$ cat config.mk
export PLATFORM = sky130hd
export DESIGN_NAME = mem_port_arbiter_flat
export DESIGN_NICKNAME = d
export VERILOG_FILES = /design/src/rtl/mem_port_arbiter_pkg.sv /design/src/rtl/mem_port_arbiter_if.sv /design/src/rtl/mem_port_arbiter_select.sv /design/src/rtl/mem_port_arbiter.sv /design/src/flat_wrapper.sv
export SDC_FILE = /design/constraint.sdc
export NUM_CORES = 1
export LEC_CHECK = 0
export ABC_CLOCK_PERIOD_IN_PS = 5300
export BUFFER_PORTS_ARGS = -buffer_cell sky130_fd_sc_hd__buf_2
export CAP_MARGIN = 20
export CORE_ASPECT_RATIO = 1.5
export CORE_MARGIN = 2
export CORE_UTILIZATION = 40
export DETAILED_ROUTE_END_ITERATION = 10
export GPL_ROUTABILITY_DRIVEN = 0
export HOLD_SLACK_MARGIN = 0.1
export PLACE_DENSITY = 0.77
export REMOVE_ABC_BUFFERS = 1
export SLEW_MARGIN = 20
export SYNTH_ARGS = -nofsm -noshare
export SYNTH_HDL_FRONTEND = slang
export SYNTH_HIERARCHICAL = 1
export SYNTH_SLANG_ARGS = --single-unit
$ cat constraint.sdc
create_clock -name clk -period 5.3 [get_ports clk]
set_clock_uncertainty 0.15 [all_clocks]
set_input_delay 0.53 -clock clk [delete_from_list [all_inputs] [get_ports clk]]
set_output_delay 0.53 -clock clk [all_outputs]
set_load 0.1 [all_outputs]
$ cat src/rtl/mem_port_arbiter_pkg.sv
// Shared types and constants for the core memory-port arbiter slice.
package riscv_mem_pkg;

    localparam int DEF_XLEN = 32;
    localparam int STRB_W   = DEF_XLEN / 8;

    typedef enum logic [1:0] {
        IDLE,
        ISSUE,
        WAIT,
        RESP
    } arb_state_t;

    typedef enum logic {
        REQ_IF,
        REQ_LS
    } req_id_t;

    // Width of the latency down-counter; a 1-cycle memory still needs one bit.
    function automatic int lat_cnt_width(input int latency);
        return (latency > 1) ? $clog2(latency) : 1;
    endfunction

endpackage

$ cat src/rtl/mem_port_arbiter_if.sv
// Bundles the fetch port, the load/store port and the RAM port of the arbiter.
// The slave modport is the arbiter's view; master is the surrounding core/RAM.
interface mem_port_arbiter_if #(
    parameter int XLEN = riscv_mem_pkg::DEF_XLEN
);
    import riscv_mem_pkg::*;

    // Instruction-fetch requester (read-only).
    logic              if_req_valid;
    logic              if_req_ready;
    logic [XLEN-1:0]   if_addr;
    logic              if_resp_valid;
    logic [XLEN-1:0]   if_rdata;

    // Load/store requester.
    logic              ls_req_valid;
    logic              ls_req_ready;
    logic              ls_we;
    logic [XLEN-1:0]   ls_addr;
    logic [XLEN-1:0]   ls_wdata;
    logic [XLEN/8-1:0] ls_wstrb;
    logic              ls_resp_valid;
    logic [XLEN-1:0]   ls_rdata;

    // Single synchronous memory port.
    logic              mem_en;
    logic              mem_we;
    logic [XLEN-1:0]   mem_addr;
    logic [XLEN-1:0]   mem_wdata;
    logic [XLEN/8-1:0] mem_wstrb;
    logic [XLEN-1:0]   mem_rdata;

    modport slave (
        input  if_req_valid, if_addr,
        output if_req_ready, if_resp_valid, if_rdata,
        input  ls_req_valid, ls_we, ls_addr, ls_wdata, ls_wstrb,
        output ls_req_ready, ls_resp_valid, ls_rdata,
        output mem_en, mem_we, mem_addr, mem_wdata, mem_wstrb,
        input  mem_rdata
    );

    modport master (
        output if_req_valid, if_addr,
        input  if_req_ready, if_resp_valid, if_rdata,
        output ls_req_valid, ls_we, ls_addr, ls_wdata, ls_wstrb,
        input  ls_req_ready, ls_resp_valid, ls_rdata,
        input  mem_en, mem_we, mem_addr, mem_wdata, mem_wstrb,
        output mem_rdata
    );

endinterface

$ cat src/rtl/mem_port_arbiter_select.sv
// Picks which requester gets the memory port and tracks how long fetch has
// been starved by back-to-back load/store grants.
module mem_arb_select
    import riscv_mem_pkg::*;
#(
    parameter int STARVE_LIMIT = 4
) (
    input  logic    clk,
    input  logic    rst_n,
    input  logic    if_valid,
    input  logic    ls_valid,
    input  logic    accept,
    output req_id_t grant_id
);

    localparam int CNT_W = $clog2(STARVE_LIMIT + 1);

    logic [CNT_W-1:0] starve_cnt_q, starve_cnt_d;
    logic             at_limit;

    assign at_limit = (starve_cnt_q == CNT_W'(STARVE_LIMIT));

    // Load/store wins contention unless fetch has waited through STARVE_LIMIT grants.
    always_comb begin
        grant_id = REQ_IF;
        if (ls_valid && !(if_valid && at_limit)) begin
            grant_id = REQ_LS;
        end
    end

    // Count LS grants that bypassed a waiting fetch; any fetch grant resets the count.
    always_comb begin
        starve_cnt_d = starve_cnt_q;
        if (accept) begin
            if (grant_id == REQ_IF) begin
                starve_cnt_d = '0;
            end else if (if_valid && !at_limit) begin
                starve_cnt_d = starve_cnt_q + 1'b1;
            end
        end
    end

    // Starvation counter register.
    always_ff @(posedge clk or negedge rst_n) begin
        if (!rst_n) begin
            starve_cnt_q <= '0;
        end else begin
            starve_cnt_q <= starve_cnt_d;
        end
    end

endmodule

$ cat src/rtl/mem_port_arbiter.sv
// Shares the single synchronous RAM port between instruction fetch and the
// load/store unit, one transaction at a time, returning each response to the
// requester that issued it after the fixed memory latency.
module mem_port_arbiter
    import riscv_mem_pkg::*;
#(
    parameter int MEM_LATENCY  = 1,
    parameter int STARVE_LIMIT = 4,
    parameter int XLEN         = 32
) (
    input logic               clk,
    input logic               rst_n,
    mem_port_arbiter_if.slave bus
);

    localparam int SW    = XLEN / 8;
    localparam int LAT_W = lat_cnt_width(MEM_LATENCY);

    arb_state_t       state_q, state_d;
    req_id_t          owner_q, owner_d;
    req_id_t          grant_id;
    logic             we_q, we_d;
    logic [XLEN-1:0]  addr_q, addr_d;
    logic [XLEN-1:0]  wdata_q, wdata_d;
    logic [SW-1:0]    wstrb_q, wstrb_d;
    logic [LAT_W-1:0] lat_cnt_q, lat_cnt_d;
    logic [XLEN-1:0]  if_rdata_q, if_rdata_d;
    logic [XLEN-1:0]  ls_rdata_q, ls_rdata_d;
    logic [XLEN-1:0]  capture_data;

    logic             in_idle;
    logic             if_ready;
    logic             ls_ready;
    logic             accept;
    logic             issuing;

    // Ready is only offered from IDLE, and never while reset is holding outputs low.
    assign in_idle  = (state_q == IDLE) && rst_n;
    assign if_ready = in_idle && bus.if_req_valid && (grant_id == REQ_IF);
    assign ls_ready = in_idle && bus.ls_req_valid && (grant_id == REQ_LS);
    assign accept   = if_ready || ls_ready;
    assign issuing  = (state_q == ISSUE);

    // Stores acknowledge with zero data rather than whatever the RAM drives.
    assign capture_data = we_q ? '0 : bus.mem_rdata;

    mem_arb_select #(
        .STARVE_LIMIT(STARVE_LIMIT)
    ) u_select (
        .clk      (clk),
        .rst_n    (rst_n),
        .if_valid (bus.if_req_valid),
        .ls_valid (bus.ls_req_valid),
        .accept   (accept),
        .grant_id (grant_id)
    );

    // Transaction FSM: latch on accept, issue for one cycle, count latency, respond.
    always_comb begin
        state_d    = state_q;
        owner_d    = owner_q;
        we_d       = we_q;
        addr_d     = addr_q;
        wdata_d    = wdata_q;
        wstrb_d    = wstrb_q;
        lat_cnt_d  = lat_cnt_q;
        if_rdata_d = if_rdata_q;
        ls_rdata_d = ls_rdata_q;

        case (state_q)
            IDLE: begin
                if (accept) begin
                    state_d = ISSUE;
                    owner_d = grant_id;
                    if (grant_id == REQ_LS) begin
                        we_d    = bus.ls_we;
                        addr_d  = bus.ls_addr;
                        wdata_d = bus.ls_wdata;
                        wstrb_d = bus.ls_wstrb;
                    end else begin
                        we_d    = 1'b0;
                        addr_d  = bus.if_addr;
                        wdata_d = '0;
                        wstrb_d = '0;
                    end
                end
            end
            ISSUE: begin
                state_d   = WAIT;
                lat_cnt_d = LAT_W'(MEM_LATENCY - 1);
            end
            WAIT: begin
                if (lat_cnt_q == '0) begin
                    state_d = RESP;
                    if (owner_q == REQ_IF) begin
                        if_rdata_d = capture_data;
                    end else begin
                        ls_rdata_d = capture_data;
                    end
                end else begin
                    lat_cnt_d = lat_cnt_q - 1'b1;
                end
            end
            RESP: begin
                state_d = IDLE;
            end
            default: begin
                state_d = IDLE;
            end
        endcase
    end

    // State, latched request and returned-data registers; reset drops any in-flight access.
    always_ff @(posedge clk or negedge rst_n) begin
        if (!rst_n) begin
            state_q    <= IDLE;
            owner_q    <= REQ_IF;
            we_q       <= 1'b0;
            addr_q     <= '0;
            wdata_q    <= '0;
            wstrb_q    <= '0;
            lat_cnt_q  <= '0;
            if_rdata_q <= '0;
            ls_rdata_q <= '0;
        end else begin
            state_q    <= state_d;
            owner_q    <= owner_d;
            we_q       <= we_d;
            addr_q     <= addr_d;
            wdata_q    <= wdata_d;
            wstrb_q    <= wstrb_d;
            lat_cnt_q  <= lat_cnt_d;
            if_rdata_q <= if_rdata_d;
            ls_rdata_q <= ls_rdata_d;
        end
    end

    assign bus.if_req_ready  = if_ready;
    assign bus.ls_req_ready  = ls_ready;

    assign bus.mem_en        = issuing;
    assign bus.mem_we        = issuing && we_q;
    assign bus.mem_addr      = issuing ? addr_q  : '0;
    assign bus.mem_wdata     = issuing ? wdata_q : '0;
    assign bus.mem_wstrb     = issuing ? wstrb_q : '0;

    assign bus.if_resp_valid = (state_q == RESP) && (owner_q == REQ_IF);
    assign bus.ls_resp_valid = (state_q == RESP) && (owner_q == REQ_LS);
    assign bus.if_rdata      = if_rdata_q;
    assign bus.ls_rdata      = ls_rdata_q;

endmodule

$ cat src/flat_wrapper.sv
// flat-port wrapper written by rule: the top's interface ports become plain ports
module mem_port_arbiter_flat import riscv_mem_pkg::*;
#(
    parameter int MEM_LATENCY  = 1,
    parameter int STARVE_LIMIT = 4,
    parameter int XLEN         = 32
)
  (clk, rst_n, bus_if_req_valid, bus_if_addr, bus_if_req_ready, bus_if_resp_valid, bus_if_rdata, bus_ls_req_valid, bus_ls_we, bus_ls_addr, bus_ls_wdata, bus_ls_wstrb, bus_ls_req_ready, bus_ls_resp_valid, bus_ls_rdata, bus_mem_en, bus_mem_we, bus_mem_addr, bus_mem_wdata, bus_mem_wstrb, bus_mem_rdata);
  mem_port_arbiter_if #(.XLEN(XLEN)) bus_i ();
  input logic clk;
  input logic rst_n;
  input wire logic [$bits(bus_i.if_req_valid)-1:0] bus_if_req_valid;
  input wire logic [$bits(bus_i.if_addr)-1:0] bus_if_addr;
  output wire logic [$bits(bus_i.if_req_ready)-1:0] bus_if_req_ready;
  output wire logic [$bits(bus_i.if_resp_valid)-1:0] bus_if_resp_valid;
  output wire logic [$bits(bus_i.if_rdata)-1:0] bus_if_rdata;
  input wire logic [$bits(bus_i.ls_req_valid)-1:0] bus_ls_req_valid;
  input wire logic [$bits(bus_i.ls_we)-1:0] bus_ls_we;
  input wire logic [$bits(bus_i.ls_addr)-1:0] bus_ls_addr;
  input wire logic [$bits(bus_i.ls_wdata)-1:0] bus_ls_wdata;
  input wire logic [$bits(bus_i.ls_wstrb)-1:0] bus_ls_wstrb;
  output wire logic [$bits(bus_i.ls_req_ready)-1:0] bus_ls_req_ready;
  output wire logic [$bits(bus_i.ls_resp_valid)-1:0] bus_ls_resp_valid;
  output wire logic [$bits(bus_i.ls_rdata)-1:0] bus_ls_rdata;
  output wire logic [$bits(bus_i.mem_en)-1:0] bus_mem_en;
  output wire logic [$bits(bus_i.mem_we)-1:0] bus_mem_we;
  output wire logic [$bits(bus_i.mem_addr)-1:0] bus_mem_addr;
  output wire logic [$bits(bus_i.mem_wdata)-1:0] bus_mem_wdata;
  output wire logic [$bits(bus_i.mem_wstrb)-1:0] bus_mem_wstrb;
  input wire logic [$bits(bus_i.mem_rdata)-1:0] bus_mem_rdata;
  assign bus_i.if_req_valid = bus_if_req_valid;
  assign bus_i.if_addr = bus_if_addr;
  assign bus_if_req_ready = bus_i.if_req_ready;
  assign bus_if_resp_valid = bus_i.if_resp_valid;
  assign bus_if_rdata = bus_i.if_rdata;
  assign bus_i.ls_req_valid = bus_ls_req_valid;
  assign bus_i.ls_we = bus_ls_we;
  assign bus_i.ls_addr = bus_ls_addr;
  assign bus_i.ls_wdata = bus_ls_wdata;
  assign bus_i.ls_wstrb = bus_ls_wstrb;
  assign bus_ls_req_ready = bus_i.ls_req_ready;
  assign bus_ls_resp_valid = bus_i.ls_resp_valid;
  assign bus_ls_rdata = bus_i.ls_rdata;
  assign bus_mem_en = bus_i.mem_en;
  assign bus_mem_we = bus_i.mem_we;
  assign bus_mem_addr = bus_i.mem_addr;
  assign bus_mem_wdata = bus_i.mem_wdata;
  assign bus_mem_wstrb = bus_i.mem_wstrb;
  assign bus_i.mem_rdata = bus_mem_rdata;
  mem_port_arbiter #(.MEM_LATENCY(MEM_LATENCY), .STARVE_LIMIT(STARVE_LIMIT), .XLEN(XLEN)) u_core (.clk(clk), .rst_n(rst_n), .bus(bus_i));
endmodule
==> reports/results.ini <==
[final_layout]
fin_nets = 978
fin_util_pct = 54.9
drive_gt1_share_pct = 45.2
syn_to_final_growth_pct = 33.8

[global_route]
grt_max_degree = 76
grt_pass1_vias = 4991
track_usage_pct = 18.8
antenna_found_initial = 2
gr-total-overflow = 0
grt_pass1_wl_um = 24500

[timing]
tightest_slew_ns = 1.04
fin_crit_ns = 3.73
setup_viol = 0
setup_ws_ns = 1.57
finalCritPeriodShare_pct = 70.3
rsz0062_at_grt = false
max_freq_mhz = 268
hold_viol = 0
maxSlewHeadroom_pct = 30.5
drv_slew = 0
tns_ns = 0

[place]
hpwl_um = 11000
dp_slack_ns = 1.59
port_buffers = 274

[clock_tree]
clk_path_buf_depth = 2
post_cts_resized = 0
clock-sinks = 139
cts.reportedPaths.clkPinSlew_ns = 0.06
clk_latency_ns = 0.40
post-cts-setup-buffers = 0
clock-root-buffer = clkbuf_16
cts-htree-levels = 4
numCtsBuffers = 17
cts_tree = built
hold_buffers = 0

[logic_synthesis]
synth_mux_area_share_pct = 12.4
synth_flop_cell = dfrtp_1
yosysSeqAreaShare_pct = 55.9
netlist_instances = 581
synth.top_cells.by_count = dfrtp_1, nand2_1, o21ai_0, and2_1, mux2_2
ys_warn_count = 6
ys_seq_elements = 139
synth_top_family_by_area = simple AND/OR/NAND/NOR gates
synthXorXnorAreaFrac_pct = 0
synth_edf_count = 0
synth_area_leaders = dfrtp_1, mux2_2, and2_1, o21ai_0, nand2_1
syn-cell-area_sq_um = 6220
synth.most_common_cell = dfrtp_1
synth_compound_area_share_pct = 10.6
synth_top_cell_by_area = dfrtp_1
synthAdderAreaFrac_pct = 1.21
synth.distinct_cells = 29
synthSimpleGateAreaFrac_pct = 15.4
synth-async-reset-ratio_pct = 100
avgSynthCellArea_sq_um = 10.7
synth_top_area_share_pct = 55.9

[floorplanning]
die_height_um = 157
dieArea_sq_um = 16600
start_util_pct = 41.1
fp.dieW_um = 106
boundaryPins = 275
num_rows = 55
core_area_sq_um = 15100

[detailed_routing]
drt_wl_total_um = 15700
vias = 5027
drcViolationCount = 0
wl_met2_um = 8280
highest_layer = met5
avgRoutedWirePerCell_um = 15.0
met3WireLength_um = 956
wirelength_met1_um = 6240
dr.pass1.iters = 4
viasPerCell = 4.80
ant_nets = 0
drtIter0Drc = 185

[setup_path]
crit_path_end_kind = flip-flop
cp.required_ns = 5.43
cp.arrival_ns = 3.86
worstPathMaxFanout = 50
crit_type = flip-flop to flip-flop
startpoint_type = flip-flop

[hold_path]
hp-class = input port to async pin

[run]
max-cap-violations = 0

[outcome]
outcome = finished, final reports clean

[metrics by stage]
stage	hold slack [ns]	area, sq um	cells
floorplan	0.0844	6020	537
global placement	0.306	7710	1015
detailed placement	0.315	7710	1015
CTS	0.173	8320	1046
global route	0.175	8320	1046
finish	0.177	8320	1047
[cell families (layout without fill, tap and decap cells)]
family                   Yosys count  after routing
flip-flops                       139            139
multiplexers                      67             67
AND/OR/NAND/NOR                  191            191
buffers and inverters             67            333
AO/OA/AOI/OAI                    111            111
other                              0              1
adder cells (fa/ha/maj)            6              6
[layout by cell type (no fill, tap or decap), types with 2 or more instances in the layout]
master      synthesis  final
mux2_4              4      4
o21ai_0            80     80
clkinvlp_4          0      3
clkinv_4            0      3
o21ai_1             2      2
inv_6               0      3
nand2_1            97     96
dfrtp_1           139    139
nand4_1            15     15
ha_1                6      5
mux2_2             62     62
inv_1              22     21
buf_4               1      5
nand2b_1            3      2
bufinv_16           0      3
inv_2               1      2
and2_1             71     71
a22o_1             23     23
clkbuf_16           0     17
buf_2              10    273
[worst max-delay path, stage by stage (launching register included)]
cell      delay, ns
dfrtp_1        0.40
inv_1          0.10
ha_1           0.20
and2_1         0.56
nand2b_1       0.66
inv_2          0.96
o21ai_1        0.23
mux2_2         0.33
[final timing paths]
check	slack (ns)	from	end	cells after the start
worst min register to register	0.32	u_core/bus.ls_rdata[10]	u_core/bus.ls_rdata[10]	2
worst max register to register	1.57	u_core/state_q[0]	u_core/u_select/starve_cnt_q[0]	7
min in group clk	0.19	bus_ls_wdata[15]	u_core/wdata_q[15]	2
worst max-delay path	1.57	u_core/state_q[0]	u_core/u_select/starve_cnt_q[0]	7
max in group asynchronous	3.33	rst_n	u_core/addr_q[18]	3
worst min-delay path	0.18	rst_n	u_core/bus.ls_rdata[4]	2
[state kept, by name, indices dropped and copies added (netlist names)]
name	count
u_core/state_q	2
u_core/u_select/starve_cnt_q	3
u_core/wdata_q	32
u_core/we_q	1
u_core/wstrb_q	4
u_core/owner_q	1
u_core/bus.ls_rdata	32
u_core/addr_q	32
u_core/bus.if_rdata	32
[metal layers]
layer  GRT usage, %  vias up
li1               -     2457
met1           21.5     2384
met2           33.8      163
met3           4.46       21
met4           7.21        2
met5              0        -
[area by class of cell]
class	instances	area [sq um]
timing repair buffer	279	1420
clock buffer	19	443
fill	1419	6820
clock inverter	12	165
antenna	1	2.50
multi-input combinational	375	2480
tap	199	249
sequential	139	3480
inverter	23	86.3
Power is left out: the tool's default activity adds up to more than one toggle a clock period on the data nets, which glitch-free logic cannot reach.
